[src/rtl/c0_5_ctrl_pkg.sv]
// Shared types, limits and the preset clamp for the mod-6 counter control stage.
package c0_5_ctrl_pkg;

  typedef enum logic [1:0] {
    STOP = 2'd0,
    RUN  = 2'd1,
    LOAD = 2'd2
  } ctrl_state_t;

  localparam logic [2:0] C0_5_MAX = 3'd5;

  // The counter has no 6 or 7 state, so those presets fold back to 0.
  function automatic logic [2:0] clamp_preset(input logic [2:0] v);
    return (v > C0_5_MAX) ? 3'd0 : v;
  endfunction

endpackage

[src/rtl/debounce_edge.sv]
// Two-flop synchronizer, stability counter and rising-edge press pulse for one raw button.
module debounce_edge
  import c0_5_ctrl_pkg::*;
#(
  parameter int DEBOUNCE = 4
) (
  input  logic clk,
  input  logic rst_n,
  input  logic raw,
  output logic press
);

  localparam int CW = $clog2(DEBOUNCE + 1);

  logic          sync1;
  logic          sync2;
  logic          level;
  logic [CW-1:0] cnt;

  // cnt counts consecutive samples that disagree with the accepted level.
  always_ff @(posedge clk or negedge rst_n) begin
    if (!rst_n) begin
      sync1 <= 1'b0;
      sync2 <= 1'b0;
      level <= 1'b0;
      cnt   <= '0;
      press <= 1'b0;
    end else begin
      sync1 <= raw;
      sync2 <= sync1;
      press <= 1'b0;
      if (sync2 == level) begin
        cnt <= '0;
      end else if (cnt == CW'(DEBOUNCE - 1)) begin
        level <= sync2;
        cnt   <= '0;
        press <= sync2;
      end else begin
        cnt <= cnt + 1'b1;
      end
    end
  end

endmodule

[src/rtl/c0_5_ctrl.sv]
// Run/stop/preset controller feeding the mod-6 up/down counter: enable ticks, direction and async preset bus.
module c0_5_ctrl
  import c0_5_ctrl_pkg::*;
#(
  parameter int PRESCALE    = 4,
  parameter int DEBOUNCE    = 4,
  parameter int LOAD_CYCLES = 2
) (
  input  logic       clk,
  input  logic       rst_n,
  input  logic       btn_run,
  input  logic       btn_dir,
  input  logic       btn_load,
  input  logic [2:0] preset,
  output logic       enable,
  output logic       reverse,
  output logic [0:5] load,
  output logic       busy
);

  localparam int PW = $clog2(PRESCALE);
  localparam int LW = $clog2(LOAD_CYCLES + 1);

  logic run_press;
  logic dir_press;
  logic load_press;

  debounce_edge #(.DEBOUNCE(DEBOUNCE)) u_db_run  (.clk(clk), .rst_n(rst_n), .raw(btn_run),  .press(run_press));
  debounce_edge #(.DEBOUNCE(DEBOUNCE)) u_db_dir  (.clk(clk), .rst_n(rst_n), .raw(btn_dir),  .press(dir_press));
  debounce_edge #(.DEBOUNCE(DEBOUNCE)) u_db_load (.clk(clk), .rst_n(rst_n), .raw(btn_load), .press(load_press));

  ctrl_state_t   state;
  ctrl_state_t   state_nxt;
  ctrl_state_t   ret_state;
  logic          capture;
  logic [2:0]    preset_q;
  logic [LW-1:0] load_cnt;
  logic [PW-1:0] pre_cnt;

  // Load press beats a simultaneous run press; presses during LOAD are dropped.
  always_comb begin
    state_nxt = state;
    capture   = 1'b0;
    case (state)
      STOP: begin
        if (load_press) begin
          state_nxt = LOAD;
          capture   = 1'b1;
        end else if (run_press) begin
          state_nxt = RUN;
        end
      end
      RUN: begin
        if (load_press) begin
          state_nxt = LOAD;
          capture   = 1'b1;
        end else if (run_press) begin
          state_nxt = STOP;
        end
      end
      LOAD: begin
        if (load_cnt == LW'(LOAD_CYCLES - 1)) begin
          state_nxt = ret_state;
        end
      end
      default: state_nxt = STOP;
    endcase
  end

  always_ff @(posedge clk or negedge rst_n) begin
    if (!rst_n) begin
      state     <= STOP;
      ret_state <= STOP;
      preset_q  <= 3'd0;
      load_cnt  <= '0;
      pre_cnt   <= '0;
      reverse   <= 1'b0;
    end else begin
      state <= state_nxt;
      if (capture) begin
        ret_state <= state;
        preset_q  <= clamp_preset(preset);
      end
      load_cnt <= (state == LOAD) ? load_cnt + 1'b1 : '0;
      // Held at zero outside RUN so every entry to RUN starts a fresh period.
      if (state == RUN && state_nxt == RUN) begin
        pre_cnt <= (pre_cnt == PW'(PRESCALE - 1)) ? '0 : pre_cnt + 1'b1;
      end else begin
        pre_cnt <= '0;
      end
      if (dir_press) begin
        reverse <= ~reverse;
      end
    end
  end

  assign enable = (state == RUN) && (pre_cnt == PW'(PRESCALE - 1));
  assign busy   = (state == LOAD);

  always_comb begin
    load = '0;
    if (state == LOAD) begin
      for (int i = 0; i < 3; i++) begin
        load[2*i]   = preset_q[i];
        load[2*i+1] = ~preset_q[i];
      end
    end
  end

endmodule

[config.mk]
export PLATFORM = sky130hd
export DESIGN_NAME = c0_5_ctrl
export DESIGN_NICKNAME = d
export VERILOG_FILES = /design/src/rtl/c0_5_ctrl_pkg.sv /design/src/rtl/debounce_edge.sv /design/src/rtl/c0_5_ctrl.sv
export SDC_FILE = /design/constraint.sdc
export NUM_CORES = 1
export LEC_CHECK = 0
export BUFFER_PORTS_ARGS = -buffer_cell sky130_fd_sc_hd__buf_2
export CAP_MARGIN = 25
export CORE_MARGIN = 5
export CORE_UTILIZATION = 55
export CTS_CLUSTER_SIZE = 10
export DETAILED_ROUTE_END_ITERATION = 16
export GPL_TIMING_DRIVEN = 0
export HOLD_SLACK_MARGIN = 0.05
export PLACE_DENSITY = 0.82
export SLEW_MARGIN = 20
export SYNTH_ARGS = -nofsm -noshare
export SYNTH_HDL_FRONTEND = slang
export SYNTH_SLANG_ARGS = --single-unit
export TNS_END_PERCENT = 50
[constraint.sdc]
create_clock -name clk -period 3.3 [get_ports clk]
set_input_delay 0.165 -clock clk [delete_from_list [all_inputs] [get_ports clk]]
set_output_delay 0.165 -clock clk [all_outputs]
set_load 0.1 [all_outputs]
* After elaboration in Yosys (flattened, before gate mapping)
Cells that the tools add are included.
Widths: inputs -> output; s select.
** Cells by class
- Add/sub/neg operators :: 5
- Order comparisons :: 1
- Eq/ne operators :: 11
- Muxes and demuxes :: 25
- Bitwise operators :: 7
- Reductions and logical operators :: 7
** Operators with widths (count)
- $mux 3 :: 7
- $mux 2 :: 8
- $add 3x1->3 const B :: 3
- $eq 3x2->1 const B :: 3
- $mux 1 :: 8
- $not 1->1 :: 7
- $eq 2x1->1 const B :: 3
- $mux 6 :: 1
- $pmux 2 s3 :: 1
- $reduce_and 2->1 :: 3
- $add 2x1->2 const B :: 2
- $eq 2x2->1 const B :: 2
- $eq 1x1->1 :: 3
- $gt 3x3->1 const B :: 1
- $logic_and 1x1->1 :: 2
- $logic_not 2->1 :: 1
- $reduce_or 2->1 :: 1
** Storage, ports and cells
- Register bits :: 33
- Bits of input ports :: 8
- Output and inout port bits :: 9
- Logic and storage cells :: 77

* Longest topological paths before layout
Gate-level depths: netlist of the first run.
- Depth in word-level cells :: 6
- Depth in mapped cells :: 4
- Gate-level depth less buffers :: 4

* Cells and area by module
From an unflattened synthesis of the first run, not the netlist that was laid out.
** Second synthesis, totals
- Cells, all modules :: 89
- Area total of the unflattened synthesis :: 1328.8 sq um
** By module, submodules not included
- debounce_edge :: times used 3, cells each 15, area an instance 256.5 sq um, seq. area each 175.2 sq um
- c0_5_ctrl :: times used 1, cells each 44, area an instance 559.3 sq um, seq. area each 300.3 sq um

* Worst setup path after synthesis of the first run
Ideal clock, no wire load.
- Path type :: register to output
- From :: reg state[0]
- To :: out load[1] (netlist name)
- Arrival :: 1.821 ns
- Data required time :: 3.135 ns
- Slack :: 1.314 ns
- Cell stages (with the launch flop) :: 3
- Buffers on the path :: 0
- Cells stage by stage :: dfrtp_1 -> nand2b_4 -> nor2_1
** Between the ends
- Word-level cells in the longest chain between the ends :: 2
** RTL lines
- from (decl) :: RTL line c0_5_ctrl.sv:32 : ctrl_state_t state;
- from (signal assigned) :: RTL line c0_5_ctrl.sv:79 : state <= state_nxt;
- $eq 2x2->1 :: RTL line c0_5_ctrl.sv:102 : if (state == LOAD) begin
- $mux 6 :: RTL line c0_5_ctrl.sv:102
- to (decl) :: RTL line c0_5_ctrl.sv:17 : output logic [0:5] load,
Every way passes these cells.

* Worst setup path after layout of the first run
- From :: reg state[1]
- To :: out load[0] (netlist name)
Same word-level chain as after synthesis.

==> results of run 1 <==
-- timing repair --
action / CTS / global route
hold endpoints to repair: 36 / 0
hold buffers: 4 / 0
setup endpoints to repair: 0 / 0
-- how the worst min path moves through the flow --
stage	slack [ns]	end	cells after the start
final	0.20	preset_q[2]$_DFFE_PN0P_	3
after global routing	0.19	preset_q[2]$_DFFE_PN0P_	3
after CTS	0.19	preset_q[2]$_DFFE_PN0P_	3
after detailed placement	0.25	preset_q[2]$_DFFE_PN0P_	1
after global placement	0.24	preset_q[2]$_DFFE_PN0P_	1
after floorplan	-0.13	load_cnt[0]$_DFF_PN0_	0
-- logic make-up (layout without fill, tap and decap cells) --
logic type	count (synthesis)	after routing
flip-flops	33	33
adder cells (fa/ha/maj)	5	5
multiplexers	7	7
XOR/XNOR	4	4
AND/OR/NAND/NOR	35	35
buffers and inverters	2	30
AO/OA/AOI/OAI	3	3
-- placed cells by master (no fill, tap or decap), drive strengths merged --
master / n
dfrtp: 33
nor2: 5
buf: 16
dlygate4sd3: 4
nor3b: 5
mux2: 7
nor4b: 2
and2: 5
a311o: 1
xor2: 1
ha: 5
a21boi: 1
and3b: 4
nor3: 3
inv: 2
clkinv: 1
nor2b: 9
nand2b: 2
xnor2: 3
clkbuf: 7
o21ai: 1
-- tightest hold or removal path: stages --
cell and delay [ns]:
sky130_fd_sc_hd__buf_2 0.11, sky130_fd_sc_hd__nor2b_1 0.10, sky130_fd_sc_hd__mux2_1 0.13
-- layout make-up --
cell class	instances	area, sq um	area share (%)
sequential	33	825.8	54.68
multi-input combinational	54	449.2	29.74
timing repair buffer	20	120.1	7.954
clock buffer	7	65.06	4.308
tap	28	35.03	2.320
inverter	2	10.01	0.6628
clock inverter	1	5.005	0.3314
-- layer usage --
layer | vias up | GRT usage, % | share of wire, %
met5 | - | 0 | 0
met4 | 0 | 8.940 | 3.5
met3 | 8 | 6.140 | 9.6
met2 | 20 | 19.62 | 41
met1 | 336 | 15.32 | 46
li1 | 355 | - | -
-- registers in the layout (all words and copies together), names as in the netlist --
register         count
u_db_dir.press       1
u_db_load.cnt        3
pre_cnt              2
u_db_run.cnt         3
ret_state            2
u_db_run.press       1
u_db_run.sync2       1
state                2
u_db_dir.sync1       1
preset_q             3
u_db_load.level      1
u_db_dir.level       1
u_db_load.sync2      1
u_db_load.press      1
u_db_dir.cnt         3
u_db_run.sync1       1
u_db_dir.sync2       1
reverse              1
load_cnt             2
u_db_load.sync1      1
u_db_run.level       1
-- power groups by stage --
| stage | logic [mW] | registers [mW] | clock network (mW) |
|---|---|---|---|
| detailed placement | 0.333 | 0.578 | 0 |
| global route | 0.371 | 0.586 | 0.285 |
| finish | 0.330 | 0.569 | 0.253 |
| floorplan | 0.234 | 0.606 | 0 |
| global placement | 0.324 | 0.569 | 0 |
| CTS | 0.337 | 0.570 | 0.264 |
==> metrics.txt, run 1 <==
# TYPE chip_impl_metric gauge
chip_impl_info{name="run_status",value="completed"} 1
chip_impl_metric{name="critical_path_depth",unit=""} 4
chip_impl_metric{name="grt_start_max_net_pins",unit=""} 34
chip_impl_metric{name="achievable-frequency",unit="MHz"} 573.4
chip_impl_metric{name="switching_share",unit="%"} 34.91
chip_impl_metric{name="yosys.cell_types.count",unit=""} 25
chip_impl_metric{name="mappedNetlistNets",unit=""} 102
chip_impl_info{name="synth_top_cells_by_count",value="sky130_fd_sc_hd__dfrtp_1, sky130_fd_sc_hd__nor2b_1, sky130_fd_sc_hd__ha_1, sky130_fd_sc_hd__nor2_1"} 1
chip_impl_metric{name="synthSimpleGateAreaFrac",unit="%"} 19.47
chip_impl_metric{name="max_cap_violations",unit=""} 0
chip_impl_metric{name="timing.hold.ws",unit="ns"} 0.2037
chip_impl_info{name="rsz0062_at_grt",value="false"} 1
chip_impl_info{name="hold_class",value="input pin to register"} 1
chip_impl_metric{name="die-width",unit="um"} 58.34
chip_impl_metric{name="ys_async_sr_fraction",unit="%"} 100.0
chip_impl_info{name="cts_tree",value="done"} 1
chip_impl_metric{name="synthDominantCellAreaShare",unit="%"} 64.26
chip_impl_metric{name="cts_inserted_buffers",unit=""} 5
chip_impl_info{name="synth.top_cells.by_area",value="sky130_fd_sc_hd__dfrtp_1, sky130_fd_sc_hd__ha_1, sky130_fd_sc_hd__nor2b_1"} 1
chip_impl_metric{name="clock-skew-final",unit="ns"} 0.006604
chip_impl_info{name="clk_root_buffer_cell",value="sky130_fd_sc_hd__clkbuf_4"} 1
chip_impl_metric{name="ratio_of_final_minimum_period_to_clock_period",unit="%"} 52.84
chip_impl_info{name="synth.most_common_cell",value="sky130_fd_sc_hd__dfrtp_1"} 1
chip_impl_metric{name="flop_and_latch_count_out_of_synthesis",unit=""} 33
chip_impl_info{name="synthDominantAreaCellType",value="sky130_fd_sc_hd__dfrtp_1"} 1
chip_impl_metric{name="r2r_setup_slack",unit="ns"} 2.03
chip_impl_metric{name="dpl-instance-area",unit="sq um"} 1400
chip_impl_info{name="timing.critical_path.to_type",value="primary output"} 1
chip_impl_metric{name="synth_xor_xnor_area_share",unit="%"} 2.726
chip_impl_metric{name="internal_power",unit="mW"} 0.7500
chip_impl_metric{name="drt_wl_total",unit="um"} 1795
chip_impl_metric{name="cts_sinks",unit=""} 33
chip_impl_metric{name="slew-limit-headroom",unit="%"} 53.58
chip_impl_metric{name="worstMarginPinSlew",unit="ns"} 0.6964
chip_impl_metric{name="place.detailed.instances",unit=""} 133
chip_impl_metric{name="design.portCount",unit=""} 17
chip_impl_metric{name="finalSetupTns",unit="ns"} 0
chip_impl_info{name="timing.rr.start",value="u_db_load.cnt[0]$_DFF_PN0_"} 1
chip_impl_metric{name="cts_resized",unit=""} 0
chip_impl_info{name="critPathLaunchType",value="register"} 1
chip_impl_metric{name="post_synth_instance_area",unit="sq um"} 1285
chip_impl_metric{name="power_frac_comb",unit="%"} 28.7
chip_impl_metric{name="core.rowCount",unit=""} 17
chip_impl_metric{name="critical_path.max_stage_delay",unit="ns"} 0.50
chip_impl_metric{name="timing.final.hold_violations",unit=""} 0
chip_impl_metric{name="initial_utilization",unit="%"} 58.09
chip_impl_metric{name="synth-adder-area-share",unit="%"} 4.869
chip_impl_metric{name="cts.clk_slew.worst_paths",unit="ns"} 0.10
chip_impl_metric{name="post_place_setup_slack",unit="ns"} 1.920
chip_impl_metric{name="share_of_the_yosys_chip_area_belonging_to_registers",unit="%"} 64.26
chip_impl_metric{name="final-setup-viol-count",unit=""} 0
chip_impl_info{name="synth_top_family_by_area",value="simple AND/OR/NAND/NOR gates"} 1
chip_impl_metric{name="number_of_cells_in_the_finished_layout_apart_from_fillers",unit=""} 145
chip_impl_info{name="critical_path.slowest_cell",value="sky130_fd_sc_hd__dfrtp_1"} 1
chip_impl_metric{name="synth.area.mux_share",unit="%"} 6.134
chip_impl_metric{name="floorplan_die_area",unit="sq um"} 3403
chip_impl_metric{name="clk-insertion-delay-late",unit="ns"} 0.33
chip_impl_metric{name="port_buffers",unit=""} 16
chip_impl_metric{name="synth_cells",unit=""} 89
chip_impl_metric{name="power.total",unit="mW"} 1.152
chip_impl_metric{name="p_leak",unit="nW"} 0.7818
chip_impl_metric{name="syn2layout_area_growth",unit="%"} 17.53
chip_impl_metric{name="cts_post_setup_buffers_inserted",unit=""} 0
chip_impl_metric{name="final_area",unit="sq um"} 1510
chip_impl_metric{name="synth_compound_area_share",unit="%"} 1.753
chip_impl_metric{name="timing.critical_path.arrival",unit="ns"} 1.58
chip_impl_metric{name="crit_buf_inv",unit=""} 2
chip_impl_metric{name="gp_routability_congestion",unit=""} 0.7480
chip_impl_info{name="crit_chain",value="nand2b_4 -> inv_4 -> and2_2 -> buf_2"} 1
chip_impl_metric{name="detailed_place_hpwl",unit="um"} 1278
chip_impl_metric{name="min_period",unit="ns"} 1.744
chip_impl_metric{name="detailedRoute.firstPassIterationCount",unit=""} 3
chip_impl_metric{name="fin_util",unit="%"} 68.27
chip_impl_metric{name="slew_violations",unit=""} 0
chip_impl_metric{name="grt_pass1_vias",unit=""} 753
chip_impl_metric{name="powerDensity",unit="nW/um^2"} 763.0
chip_impl_info{name="timing.critical_path.max_delay_family",value="flip-flops"} 1
chip_impl_metric{name="reg2regPathDepth",unit=""} 3
chip_impl_info{name="worstSetupEndpoint",value="load[0]"} 1
chip_impl_metric{name="worst_ep_required_time",unit="ns"} 3.13
chip_impl_metric{name="overflow",unit=""} 0
chip_impl_metric{name="max-clock-path-buffers",unit=""} 2
chip_impl_metric{name="num_vias",unit=""} 719
chip_impl_metric{name="diodes",unit=""} 0
chip_impl_metric{name="final_nets",unit=""} 129
chip_impl_metric{name="fillers",unit=""} 170
chip_impl_metric{name="crit_fanout",unit=""} 7
chip_impl_metric{name="detail_route.vias_per_cell",unit=""} 4.959
chip_impl_info{name="hp-start",value="preset[1]"} 1
chip_impl_metric{name="share_seq_of_total_power",unit="%"} 49.4
chip_impl_metric{name="synth-edff-count",unit=""} 0
chip_impl_metric{name="power.clock.fraction",unit="%"} 21.9
chip_impl_metric{name="residual_antenna_violating_net_count_after_detailed_routing",unit=""} 0
chip_impl_metric{name="post-route-worst-setup-slack",unit="ns"} 1.556
chip_impl_metric{name="synthesis.yosys.warnings",unit=""} 0
chip_impl_metric{name="ctsHtreeMaxLevel",unit=""} 2
chip_impl_metric{name="power.net_switching",unit="mW"} 0.4023
chip_impl_metric{name="fp.dieH",unit="um"} 58.34
chip_impl_metric{name="grt_use_total",unit="%"} 13.27
chip_impl_info{name="worst_r2r_endpoint",value="u_db_load.level$_DFFE_PN0P_"} 1
chip_impl_metric{name="global_route_wire_length_before_repair",unit="um"} 3256
chip_impl_metric{name="first_iter_violations",unit=""} 15
chip_impl_metric{name="final_layout_size_suffix_gt1_share",unit="%"} 30.77
chip_impl_metric{name="remaining_drc_errors",unit=""} 0
chip_impl_info{name="synth_flop_cell",value="sky130_fd_sc_hd__dfrtp_1"} 1
chip_impl_metric{name="fp.coreArea",unit="sq um"} 2212
chip_impl_metric{name="wire_per_inst",unit="um"} 12.38
chip_impl_metric{name="power.ir.vdd_worst",unit="mV"} 0.5361
chip_impl_metric{name="number_of_antenna_violations_at_the_first_check_in_global_routing",unit=""} 0
chip_impl_metric{name="postSynthAreaPerCell",unit="sq um"} 14.44
chip_impl_info{name="type_of_the_setup_path_with_the_least_slack",value="register to primary output"} 1
chip_impl_info{name="cp-startpoint",value="state[1]$_DFF_PN0_"} 1
No activity file was read; power rests on OpenSTA's default activity.
==> run 2: changes to the inputs <==
==> constraint.sdc (replaced) <==
create_clock -name clk -period 1.7 [get_ports clk]
set_input_delay 0.085 -clock clk [delete_from_list [all_inputs] [get_ports clk]]
set_output_delay 0.085 -clock clk [all_outputs]
set_load 0.1 [all_outputs]
==> run 2 against run 1 <==
Against the previous run:
- critical path depth decreased by 1
- wire length increased by 0.72%
- first-iteration DRC count increased by 6.7%
- highest routed layer unchanged
- largest cell class unchanged
==> metrics.txt, run 2 (synthesis gave the netlist of run 1 again) <==
# TYPE chip_impl_metric gauge
chip_impl_info{name="timing.critical_path.to_type",value="primary output"} 1
chip_impl_metric{name="port_buffers",unit=""} 16
chip_impl_metric{name="cts_sinks",unit=""} 33
chip_impl_metric{name="core.rowCount",unit=""} 17
chip_impl_metric{name="timing.critical_path.arrival",unit="ns"} 1.50
chip_impl_info{name="hold_class",value="input pin to register"} 1
chip_impl_info{name="critPathLaunchType",value="register"} 1
chip_impl_metric{name="gp_routability_congestion",unit=""} 0.7480
chip_impl_metric{name="cts_inserted_buffers",unit=""} 5
chip_impl_metric{name="p_leak",unit="nW"} 0.7798
chip_impl_metric{name="floorplan_die_area",unit="sq um"} 3403
chip_impl_metric{name="max-clock-path-buffers",unit=""} 2
chip_impl_metric{name="max_cap_violations",unit=""} 0
chip_impl_info{name="rsz0062_at_grt",value="false"} 1
chip_impl_metric{name="number_of_antenna_violations_at_the_first_check_in_global_routing",unit=""} 0
chip_impl_metric{name="post_place_setup_slack",unit="ns"} 0.4002
chip_impl_metric{name="min_period",unit="ns"} 1.588
chip_impl_metric{name="slew-limit-headroom",unit="%"} 53.80
chip_impl_metric{name="first_iter_violations",unit=""} 16
chip_impl_metric{name="remaining_drc_errors",unit=""} 0
chip_impl_info{name="mostFrequentLayoutCell",value="sky130_fd_sc_hd__dfrtp_1"} 1
chip_impl_metric{name="design.portCount",unit=""} 17
chip_impl_metric{name="die-width",unit="um"} 58.34
chip_impl_metric{name="clock-skew-final",unit="ns"} 0.007224
chip_impl_metric{name="worstMarginPinSlew",unit="ns"} 0.6930
chip_impl_metric{name="global_route_wire_length_before_repair",unit="um"} 3256
chip_impl_metric{name="detail_route.vias_per_cell",unit=""} 4.993
chip_impl_metric{name="final_area",unit="sq um"} 1518
chip_impl_metric{name="residual_antenna_violating_net_count_after_detailed_routing",unit=""} 0
chip_impl_metric{name="cts.clk_slew.worst_paths",unit="ns"} 0.10
chip_impl_metric{name="finalSetupTns",unit="ns"} 0
chip_impl_metric{name="timing.final.hold_violations",unit=""} 0
chip_impl_metric{name="syn2layout_area_growth",unit="%"} 18.11
chip_impl_metric{name="detailedRoute.firstPassIterationCount",unit=""} 2
chip_impl_metric{name="num_vias",unit=""} 724
chip_impl_metric{name="powerDensity",unit="nW/um^2"} 1475
chip_impl_metric{name="crit_fanout",unit=""} 2
chip_impl_metric{name="grt_use_total",unit="%"} 13.27
chip_impl_metric{name="achievable-frequency",unit="MHz"} 629.7
chip_impl_metric{name="clk-insertion-delay-late",unit="ns"} 0.33
chip_impl_metric{name="fp.dieH",unit="um"} 58.34
chip_impl_metric{name="slew_violations",unit=""} 0
chip_impl_info{name="most_frequent_cells_in_the_layout",value="sky130_fd_sc_hd__dfrtp_1, sky130_fd_sc_hd__buf_2, sky130_fd_sc_hd__nor2b_1, sky130_fd_sc_hd__clkbuf_4"} 1
chip_impl_metric{name="timing.hold.ws",unit="ns"} 0.1254
chip_impl_metric{name="ctsHtreeMaxLevel",unit=""} 2
chip_impl_metric{name="initial_utilization",unit="%"} 58.09
chip_impl_metric{name="drt_wl_total",unit="um"} 1808
chip_impl_metric{name="diodes",unit=""} 0
chip_impl_metric{name="post-route-worst-setup-slack",unit="ns"} 0.1119
chip_impl_metric{name="fp.coreArea",unit="sq um"} 2212
chip_impl_metric{name="grt_pass1_vias",unit=""} 753
chip_impl_metric{name="final-setup-viol-count",unit=""} 0
chip_impl_metric{name="grt_start_max_net_pins",unit=""} 34
chip_impl_metric{name="final_nets",unit=""} 129
chip_impl_metric{name="power.total",unit="mW"} 2.239
chip_impl_info{name="clk_root_buffer_cell",value="sky130_fd_sc_hd__clkbuf_4"} 1
chip_impl_metric{name="worst_ep_required_time",unit="ns"} 1.62
chip_impl_metric{name="final_layout_size_suffix_gt1_share",unit="%"} 30.77
chip_impl_metric{name="detailed_place_hpwl",unit="um"} 1278
chip_impl_metric{name="overflow",unit=""} 0
chip_impl_metric{name="power.ir.vdd_worst",unit="mV"} 1.032
chip_impl_info{name="cts_tree",value="done"} 1
chip_impl_info{name="run_status",value="completed"} 1
chip_impl_info{name="type_of_the_setup_path_with_the_least_slack",value="register to primary output"} 1
chip_impl_metric{name="ratio_of_final_minimum_period_to_clock_period",unit="%"} 93.42
chip_impl_metric{name="dpl-instance-area",unit="sq um"} 1400
chip_impl_metric{name="wire_per_inst",unit="um"} 12.47
==> run 2: changes by cell type in the layout (fill, tap and decap cells not counted), sizes merged <==
| cell | delta |
|---|---|
| clkbuf | +3 |
| buf | -3 |
==> run 2: what timing repair did <==
item                                   in CTS  in global routing
endpoints found under the hold margin      36                  0
hold buffers                                4                  0
resized for setup                           0                  3
setup endpoints to repair                   0                  3
buffers inserted                            0                  0
==> run 2: per-layer routing <==
metal | GRT usage (%) | part of all wire [%] | vias to the layer above
li1 | - | - | 356
met2 | 19.62 | 42 | 20
met3 | 6.140 | 9.3 | 7
met1 | 15.32 | 45 | 341
met5 | 0 | 0 | -
met4 | 8.940 | 3.3 | 0
==> run 2: final cells by class <==
| class | instances | area, sq um |
|---|---|---|
| sequential | 33 | 825.8 |
| fill | 169 | 694.4 |
| multi-input combinational | 54 | 449.2 |
| timing repair buffer | 20 | 127.6 |
| clock buffer | 7 | 65.06 |
| tap | 28 | 35.03 |
| inverter | 2 | 10.01 |
| clock inverter | 1 | 5.005 |
==> run 2: worst paths after layout <==
check	from	endpoint	slack, ns	depth (start not counted)
min in group asynchronous	rst_n	pre_cnt[1]$_DFF_PN0_	0.33	2
min reg2reg	u_db_run.sync1$_DFF_PN0_	u_db_run.sync2$_DFF_PN0_	0.36	0
max reg2reg	u_db_load.cnt[0]$_DFF_PN0_	u_db_load.level$_DFFE_PN0P_	0.43	3
max in group asynchronous	rst_n	u_db_run.cnt[1]$_DFF_PN0_	0.93	2
min	preset[1]	preset_q[2]$_DFFE_PN0P_	0.13	3
max	pre_cnt[0]$_DFF_PN0_	enable	0.11	3
==> run 2: where the power goes <==
group	switching (mW)	internal [mW]	total (mW)
clock network	0.250	0.239	0.489
registers	0.128	0.977	1.11
logic	0.403	0.241	0.644
==> run 2: critical path: stages, from the launching register on <==
cell	delay [ns]
sky130_fd_sc_hd__dfrtp_1	0.38
sky130_fd_sc_hd__ha_1	0.20
sky130_fd_sc_hd__and3b_2	0.17
sky130_fd_sc_hd__buf_2	0.41
==> run 2: through the flow <==
step | cells | util (%)
after global routing | 145 | 68.61
final | 145 | 68.61
after global placement | 133 | 63.29
after CTS | 145 | 68.27
after detailed placement | 133 | 63.29
after floorplan | 89 | -
